## src/rtl/wb4_fifo_pkg.sv

```systemverilog
// Shared definitions for the WB4 FIFO reader: FSM encodings and credit sizing.
// Latency: n/a (constants and a constant function only).
// Backpressure: n/a.
package wb4_fifo_pkg;

  // Read-side FSM encodings. The 2'd3 code is never entered.
  localparam logic [1:0] ST_IDLE   = 2'd0;
  localparam logic [1:0] ST_ACTIVE = 2'd1;
  localparam logic [1:0] ST_DRAIN  = 2'd2;

  // Width of a counter that must hold every value 0..credits inclusive.
  function automatic int credit_width(input int credits);
    return $clog2(credits) + 1;
  endfunction

endpackage

```

## src/rtl/wb4_fifo_reader_rbuf.sv

```systemverilog
// Return buffer: register-based circular FIFO holding acked read data.
// Latency: a push is visible at the head on the cycle after the push edge.
// Backpressure: push is dropped only when full with no pop; the caller's
//   credit accounting keeps that from happening.
// Ports:
//   clk, rst      clock, asynchronous active-high reset
//   push, push_data  write one entry at the tail
//   pop           remove the head entry (ignored while empty)
//   head_data     current head entry (zero after reset)
//   full, empty, count  occupancy status
module wb4_fifo_reader_rbuf
  import wb4_fifo_pkg::*;
#(
  parameter int P_DATA_MSB = 7,
  parameter int P_CREDITS  = 4
) (
  input  logic                        clk,
  input  logic                        rst,
  input  logic                        push,
  input  logic [P_DATA_MSB:0]         push_data,
  input  logic                        pop,
  output logic [P_DATA_MSB:0]         head_data,
  output logic                        full,
  output logic                        empty,
  output logic [$clog2(P_CREDITS):0]  count
);

  localparam int PW = $clog2(P_CREDITS);
  localparam int CW = credit_width(P_CREDITS);
  localparam logic [PW-1:0] PTR_ONE = PW'(1);
  localparam logic [CW-1:0] CNT_ONE = CW'(1);
  localparam logic [CW-1:0] CNT_MAX = CW'(P_CREDITS);

  logic [P_DATA_MSB:0] mem [P_CREDITS];
  logic [PW-1:0]       wr_ptr;
  logic [PW-1:0]       rd_ptr;
  logic [CW-1:0]       cnt;
  logic                do_push;
  logic                do_pop;

  assign empty = (cnt == '0);
  assign full  = (cnt == CNT_MAX);
  assign count = cnt;

  // A pop frees the head slot on the same edge, so a push into a full
  // buffer is fine when it coincides with a pop.
  assign do_pop  = pop & ~empty;
  assign do_push = push & (~full | do_pop);

  // Head is read straight from the array: no bypass from push_data.
  assign head_data = mem[rd_ptr];

  // Pointers are PW bits wide and P_CREDITS is a power of two, so the
  // natural binary rollover gives the modulo-depth wrap.
  always_ff @(posedge clk or posedge rst) begin
    if (rst) begin
      wr_ptr <= '0;
      rd_ptr <= '0;
      cnt    <= '0;
      for (int i = 0; i < P_CREDITS; i++) begin
        mem[i] <= '0;
      end
    end else begin
      if (do_push) begin
        mem[wr_ptr] <= push_data;
        wr_ptr      <= wr_ptr + PTR_ONE;
      end
      if (do_pop) begin
        rd_ptr <= rd_ptr + PTR_ONE;
      end
      case ({do_push, do_pop})
        2'b10:   cnt <= cnt + CNT_ONE;
        2'b01:   cnt <= cnt - CNT_ONE;
        default: cnt <= cnt;
      endcase
    end
  end

endmodule

```

## src/rtl/wb4_fifo_reader.sv

```systemverilog
// Pulls words from a WB4 FIFO read port and re-emits them as a valid/ready stream.
// Latency: ack to o_stream_valid is 1 cycle; 1 beat/cycle sustained when ack latency < P_CREDITS.
// Backpressure: requests are credit-limited so acked data always has a buffer slot.
// Ports:
//   i_clk, i_rst                 clock, asynchronous active-high reset
//   i_enable                     level; permits new read requests
//   o_wb4_out_mcyc/mstb          WB4 cycle and read strobe to the FIFO
//   i_wb4_out_mack/mdata/mstall  WB4 ack, read data, stall (FIFO empty)
//   o_stream_valid/data, i_stream_ready  downstream stream
//   o_busy                       cycle open or buffered data pending
//   o_err                        sticky; an ack arrived with nothing in flight
module wb4_fifo_reader
  import wb4_fifo_pkg::*;
#(
  parameter int P_DATA_MSB = 7,
  parameter int P_CREDITS  = 4
) (
  input  logic                i_clk,
  input  logic                i_rst,
  input  logic                i_enable,
  output logic                o_wb4_out_mcyc,
  output logic                o_wb4_out_mstb,
  input  logic                i_wb4_out_mack,
  input  logic [P_DATA_MSB:0] i_wb4_out_mdata,
  input  logic                i_wb4_out_mstall,
  output logic                o_stream_valid,
  input  logic                i_stream_ready,
  output logic [P_DATA_MSB:0] o_stream_data,
  output logic                o_busy,
  output logic                o_err
);

  localparam int CW = credit_width(P_CREDITS);
  localparam int SW = CW + 1;
  localparam logic [CW-1:0] CNT_ONE      = CW'(1);
  localparam logic [SW-1:0] CREDIT_LIMIT = SW'(P_CREDITS);

  logic [1:0]    state;
  logic [1:0]    state_nxt;
  logic [CW-1:0] inflight;
  logic [CW-1:0] occupancy;
  logic [SW-1:0] credits_used;
  logic          credit_ok;
  logic          accept;
  logic          ack_ok;
  logic          ack_spurious;
  logic          buf_empty;
  logic          buf_full;
  logic          pop;

  // ---------------------------------------------------------------------
  // Credit accounting: every outstanding request plus every buffered word
  // owns one slot. Summed one bit wider so the compare cannot wrap.
  // ---------------------------------------------------------------------
  assign credits_used = {1'b0, inflight} + {1'b0, occupancy};
  assign credit_ok    = (credits_used < CREDIT_LIMIT) & ~buf_full;

  assign o_wb4_out_mcyc = (state == ST_ACTIVE) || (state == ST_DRAIN);
  // Strobe stays up through stalls as long as a slot is still reserved.
  assign o_wb4_out_mstb = (state == ST_ACTIVE) && credit_ok;

  assign accept       = o_wb4_out_mstb & ~i_wb4_out_mstall;
  assign ack_ok       = i_wb4_out_mack & (inflight != '0);
  assign ack_spurious = i_wb4_out_mack & (inflight == '0);

  // ---------------------------------------------------------------------
  // Read FSM
  // ---------------------------------------------------------------------
  always_comb begin
    state_nxt = state;
    case (state)
      ST_IDLE:   if (i_enable) state_nxt = ST_ACTIVE;
      ST_ACTIVE: if (!i_enable) state_nxt = ST_DRAIN;
      ST_DRAIN: begin
        // Re-enable wins over finishing the drain.
        if (i_enable)             state_nxt = ST_ACTIVE;
        else if (inflight == '0)  state_nxt = ST_IDLE;
      end
      default:   state_nxt = ST_IDLE;
    endcase
  end

  always_ff @(posedge i_clk or posedge i_rst) begin
    if (i_rst) begin
      state    <= ST_IDLE;
      inflight <= '0;
      o_err    <= 1'b0;
    end else begin
      state <= state_nxt;
      case ({accept, ack_ok})
        2'b10:   inflight <= inflight + CNT_ONE;
        2'b01:   inflight <= inflight - CNT_ONE;
        default: inflight <= inflight;
      endcase
      // An ack with nothing outstanding is dropped and flagged until reset.
      if (ack_spurious) begin
        o_err <= 1'b1;
      end
    end
  end

  // ---------------------------------------------------------------------
  // Return buffer and stream side
  // ---------------------------------------------------------------------
  assign o_stream_valid = ~buf_empty;
  assign pop            = o_stream_valid & i_stream_ready;
  assign o_busy         = o_wb4_out_mcyc | ~buf_empty;

  wb4_fifo_reader_rbuf #(
    .P_DATA_MSB (P_DATA_MSB),
    .P_CREDITS  (P_CREDITS)
  ) u_rbuf (
    .clk       (i_clk),
    .rst       (i_rst),
    .push      (ack_ok),
    .push_data (i_wb4_out_mdata),
    .pop       (pop),
    .head_data (o_stream_data),
    .full      (buf_full),
    .empty     (buf_empty),
    .count     (occupancy)
  );

endmodule

```

## config.mk

```make
export PLATFORM = sky130hd
export DESIGN_NAME = wb4_fifo_reader
export DESIGN_NICKNAME = d
export VERILOG_FILES = /design/src/rtl/wb4_fifo_pkg.sv /design/src/rtl/wb4_fifo_reader_rbuf.sv /design/src/rtl/wb4_fifo_reader.sv
export SDC_FILE = /design/constraint.sdc
export NUM_CORES = 1
export LEC_CHECK = 0
export BUFFER_PORTS_ARGS = -buffer_cell sky130_fd_sc_hd__buf_2
export CAP_MARGIN = 20
export CELL_PAD_IN_SITES_DETAIL_PLACEMENT = 1
export CELL_PAD_IN_SITES_GLOBAL_PLACEMENT = 1
export CORE_MARGIN = 5
export CORE_UTILIZATION = 29
export DETAILED_ROUTE_END_ITERATION = 6
export PLACE_DENSITY = 0.57
export RECOVER_POWER = 50
export REMOVE_ABC_BUFFERS = 1
export SYNTH_ARGS = -nofsm -noshare
export SYNTH_HDL_FRONTEND = slang
export SYNTH_SLANG_ARGS = --single-unit
```

## constraint.sdc

```tcl
create_clock -name i_clk -period 2.91 [get_ports i_clk]
set_input_delay 0.291 -clock i_clk [delete_from_list [all_inputs] [get_ports i_clk]]
set_output_delay 0.291 -clock i_clk [all_outputs]
set_load 0.05 [all_outputs]
```

==> summary.md <==
| Metric | Value |
|---|---|
| Status | completed |
| Fin. Hold Viols | 0 |
| Hpwl dp | 3110 um |
| Gpl congestion | 0.766 |
| Yosys cell types | 29 |
| YS warnings | 0 |
| Crit Path Category | flip-flop to flip-flop |
| Layout cells sized above 1 | 42.2% |
| # Max-Cap Violations | 0 |
| Fmax | approximately 0.43 GHz |
| Port bufs | 26 |
| Ports | 27 |
| Vias per std cell | between 4 and 5 |
| Deepest clock path buffer count | 2 |
| Fin crit share | 79.2% |
| Yosys reg bits | 45 |
| Hold Slack | 0.212 ns |
| Fin util | 34.1% |
| Row count | 32 |
| Largest net degree at the start of global routing | 46 |
| Worst setup SP type | flip-flop |
| Gr usage total | 9.84% |
| Hold_buf cts | 0 |
| Worst endpoint required time | about 3.1 ns |
| Worst Tran Pin Value | approximately 1.1 ns |
| Area Overhead vs Synth | 15.5% |
| Initial antenna violation count | 0 |
| Peak fanout along the critical path | 5 |
| Mean Syn Cell Area | 14.6 um2 |
| Count of final setup violators | 0 |
| Clock tree sinks | 45 |
| Area of the mapped netlist | between 2000 and 2500 um2 |
| Tmin final | 2.30 ns |
| RSZ-0062 raised after global routing | false |
| Inst Count DP | 281 |
| H-tree Lvls | 2 |
| Largest stage delay, worst path | 0.44 ns |
| Critical path buffers and inverters | 1 |
| Slowest cell on the critical path | dfrtp_1 |
| Detailed Route WL | about 4500 um |
| CP delay by family, top | adder cells |
| Post-Synthesis Cells | 155 |
| Hold Crit Class | input pin to flip-flop |
| Antenna cell count | 0 |
| Fin. max-slew vios | 0 |
| Cts bufs inserted | 5 |
| Wirelength per Cell | around 15 um |
| First-pass GRT wire length | 7470 um |
| Setup TNS | 0 ns |
| Slew margin rel. | 24.0% |
| Drt first pass iters | 2 |
| Core ar. | 7690 um2 |
| Clock slew at reported path FFs | 0.08 ns |
| DRC viols | 0 |
| Setup bufs post-CTS | 0 |
| CP Capture Type | flip-flop |
| GRT overflow | 0 |
| Quantity of gates resized following cts | 0 |
| Crit-path cells | ha_1 -> nor4b_1 -> nand4b_1 -> ha_1 -> inv_1 -> fa_1 -> xor2_1 -> nor2_1 -> xor2_1 |
| Antenna Violating Nets Remaining | 0 |
| Nets | 215 |
| Via Count | 1300 |
| Vias in the first global route | 1434 |
| Clock latency of the later-clocked register in the worst-skew pair | roughly 0.3 ns |
| Initial core utilization | 29.5% |
| Die H | 98.5 um |
| CTS tree | built |
| DIE AREA | 9700 um2 |
| Seq/Total Area, Yosys | 49.6% |
| Root Driver | clkbuf_8 |
| Fillers | around 850 |
| Initial DRC count | 74 |
| WP data arrival | roughly 2.5 ns |
| Finished Layout Cells | around 290 |
| Die Span X | 98.5 um |
| Skew final | approximately 0.010 ns |
[cell usage in the layout, fill, tap and decap left out, drive strengths merged]
cell type,Yosys,routed
xor2,5,5
nor3,2,2
nor2,3,3
ha,13,13
mux2,34,34
or2,1,1
xnor2,4,4
nor4b,1,1
bufinv,0,1
nand2b,1,1
and3,1,1
clkbuf,1,8
or3,1,1
clkinv,0,2
inv,11,10
mux4,8,8
or4b,1,1
nand2,3,3
dfrtp,45,45
nand4b,1,1
fa,2,2
mux2i,1,1
a21o,2,2
buf,3,26
nand3,6,6
o21ai,1,1
o31a,4,4
[path summary, 6_finish.rpt]
path,slack (ns),start,depth (start not counted),endpoint
hold reg to reg,0.46,o_err,1,o_err
hold / removal,0.21,i_wb4_out_mack,2,o_err
setup / recovery,0.61,inflight[2],9,inflight[2]
min in group asynchronous,0.35,i_rst,3,state[0]
max in group asynchronous,1.87,i_rst,3,o_err
setup reg to reg,0.61,inflight[2],9,inflight[2]
[cells in the mapped netlist]
cell type | n | share of area [%]
dfrtp_1 | 45 | 50
mux2_2 | 32 | 16
ha_1 | 13 | 7.2
inv_1 | 11 | 1.8
mux4_2 | 8 | 7.9
xor2_1 | 5 | 1.9
nand3_4 | 4 | 3.1
o31a_1 | 4 | 1.5
xnor2_1 | 4 | 1.5
nor2_1 | 3 | 0.50
a21o_1 | 2 | 0.66
buf_2 | 2 | 0.44
fa_1 | 2 | 1.8
mux2_1 | 2 | 0.99
nand2_1 | 2 | 0.33
nand3_1 | 2 | 0.44
nor3_1 | 2 | 0.44
and3_1 | 1 | 0.28
buf_6 | 1 | 0.50
clkbuf_1 | 1 | 0.17
mux2i_1 | 1 | 0.44
nand2_2 | 1 | 0.28
nand2b_1 | 1 | 0.28
nand4b_1 | 1 | 0.39
nor4b_1 | 1 | 0.39
o21ai_0 | 1 | 0.22
or2_2 | 1 | 0.28
or3_1 | 1 | 0.28
or4b_1 | 1 | 0.44
[kinds of logic after synthesis]
kind of cell | Yosys count | share of synthesized area [%]
xor+xnor | 9 | 3.47
compound gates | 7 | 2.43
mux | 43 | 25.2
simple gates | 21 | 7.39
flops | 45 | 49.6
fa+ha+maj | 15 | 8.93
buf+inv | 15 | 2.92
[layer usage]
metal	vias up	global-route usage [%]	wire length [um]
met5	-	0	0
met4	0	3.57	59
met3	5	2.41	91
met2	18	16.8	2340
met1	661	12.1	1980
li1	616	-	-
[metrics by stage]
step	instance area [um2]	setup slack, ns
after floorplan	2240	0.553
after global placement	2520	0.681
after detailed placement	2520	0.648
after CTS	2630	0.576
after global routing	2620	0.444
final	2620	0.605
[area by class of cell]
class / instances / area [um2] / area share (%)
flip-flops and latches: 45 / 1130 / 42.9
multi-input cells: 95 / 1070 / 41.0
repair buffers: 28 / 141 / 5.39
well taps: 102 / 128 / 4.87
clock buffers: 6 / 72.6 / 2.77
inverters: 11 / 41.3 / 1.57
clock inverters: 2 / 38.8 / 1.48
[registers in the layout, indices dropped and copies added (netlist names)]
| signal | cells |
|---|---|
| u_rbuf.wr_ptr | 2 |
| u_rbuf.rd_ptr | 2 |
| u_rbuf.count | 3 |
| o_err | 1 |
| state | 2 |
| u_rbuf.mem | 32 |
| inflight | 3 |
Power is left out: the tool's default activity adds up to more than one toggle a clock period on the data nets, which glitch-free logic cannot reach.
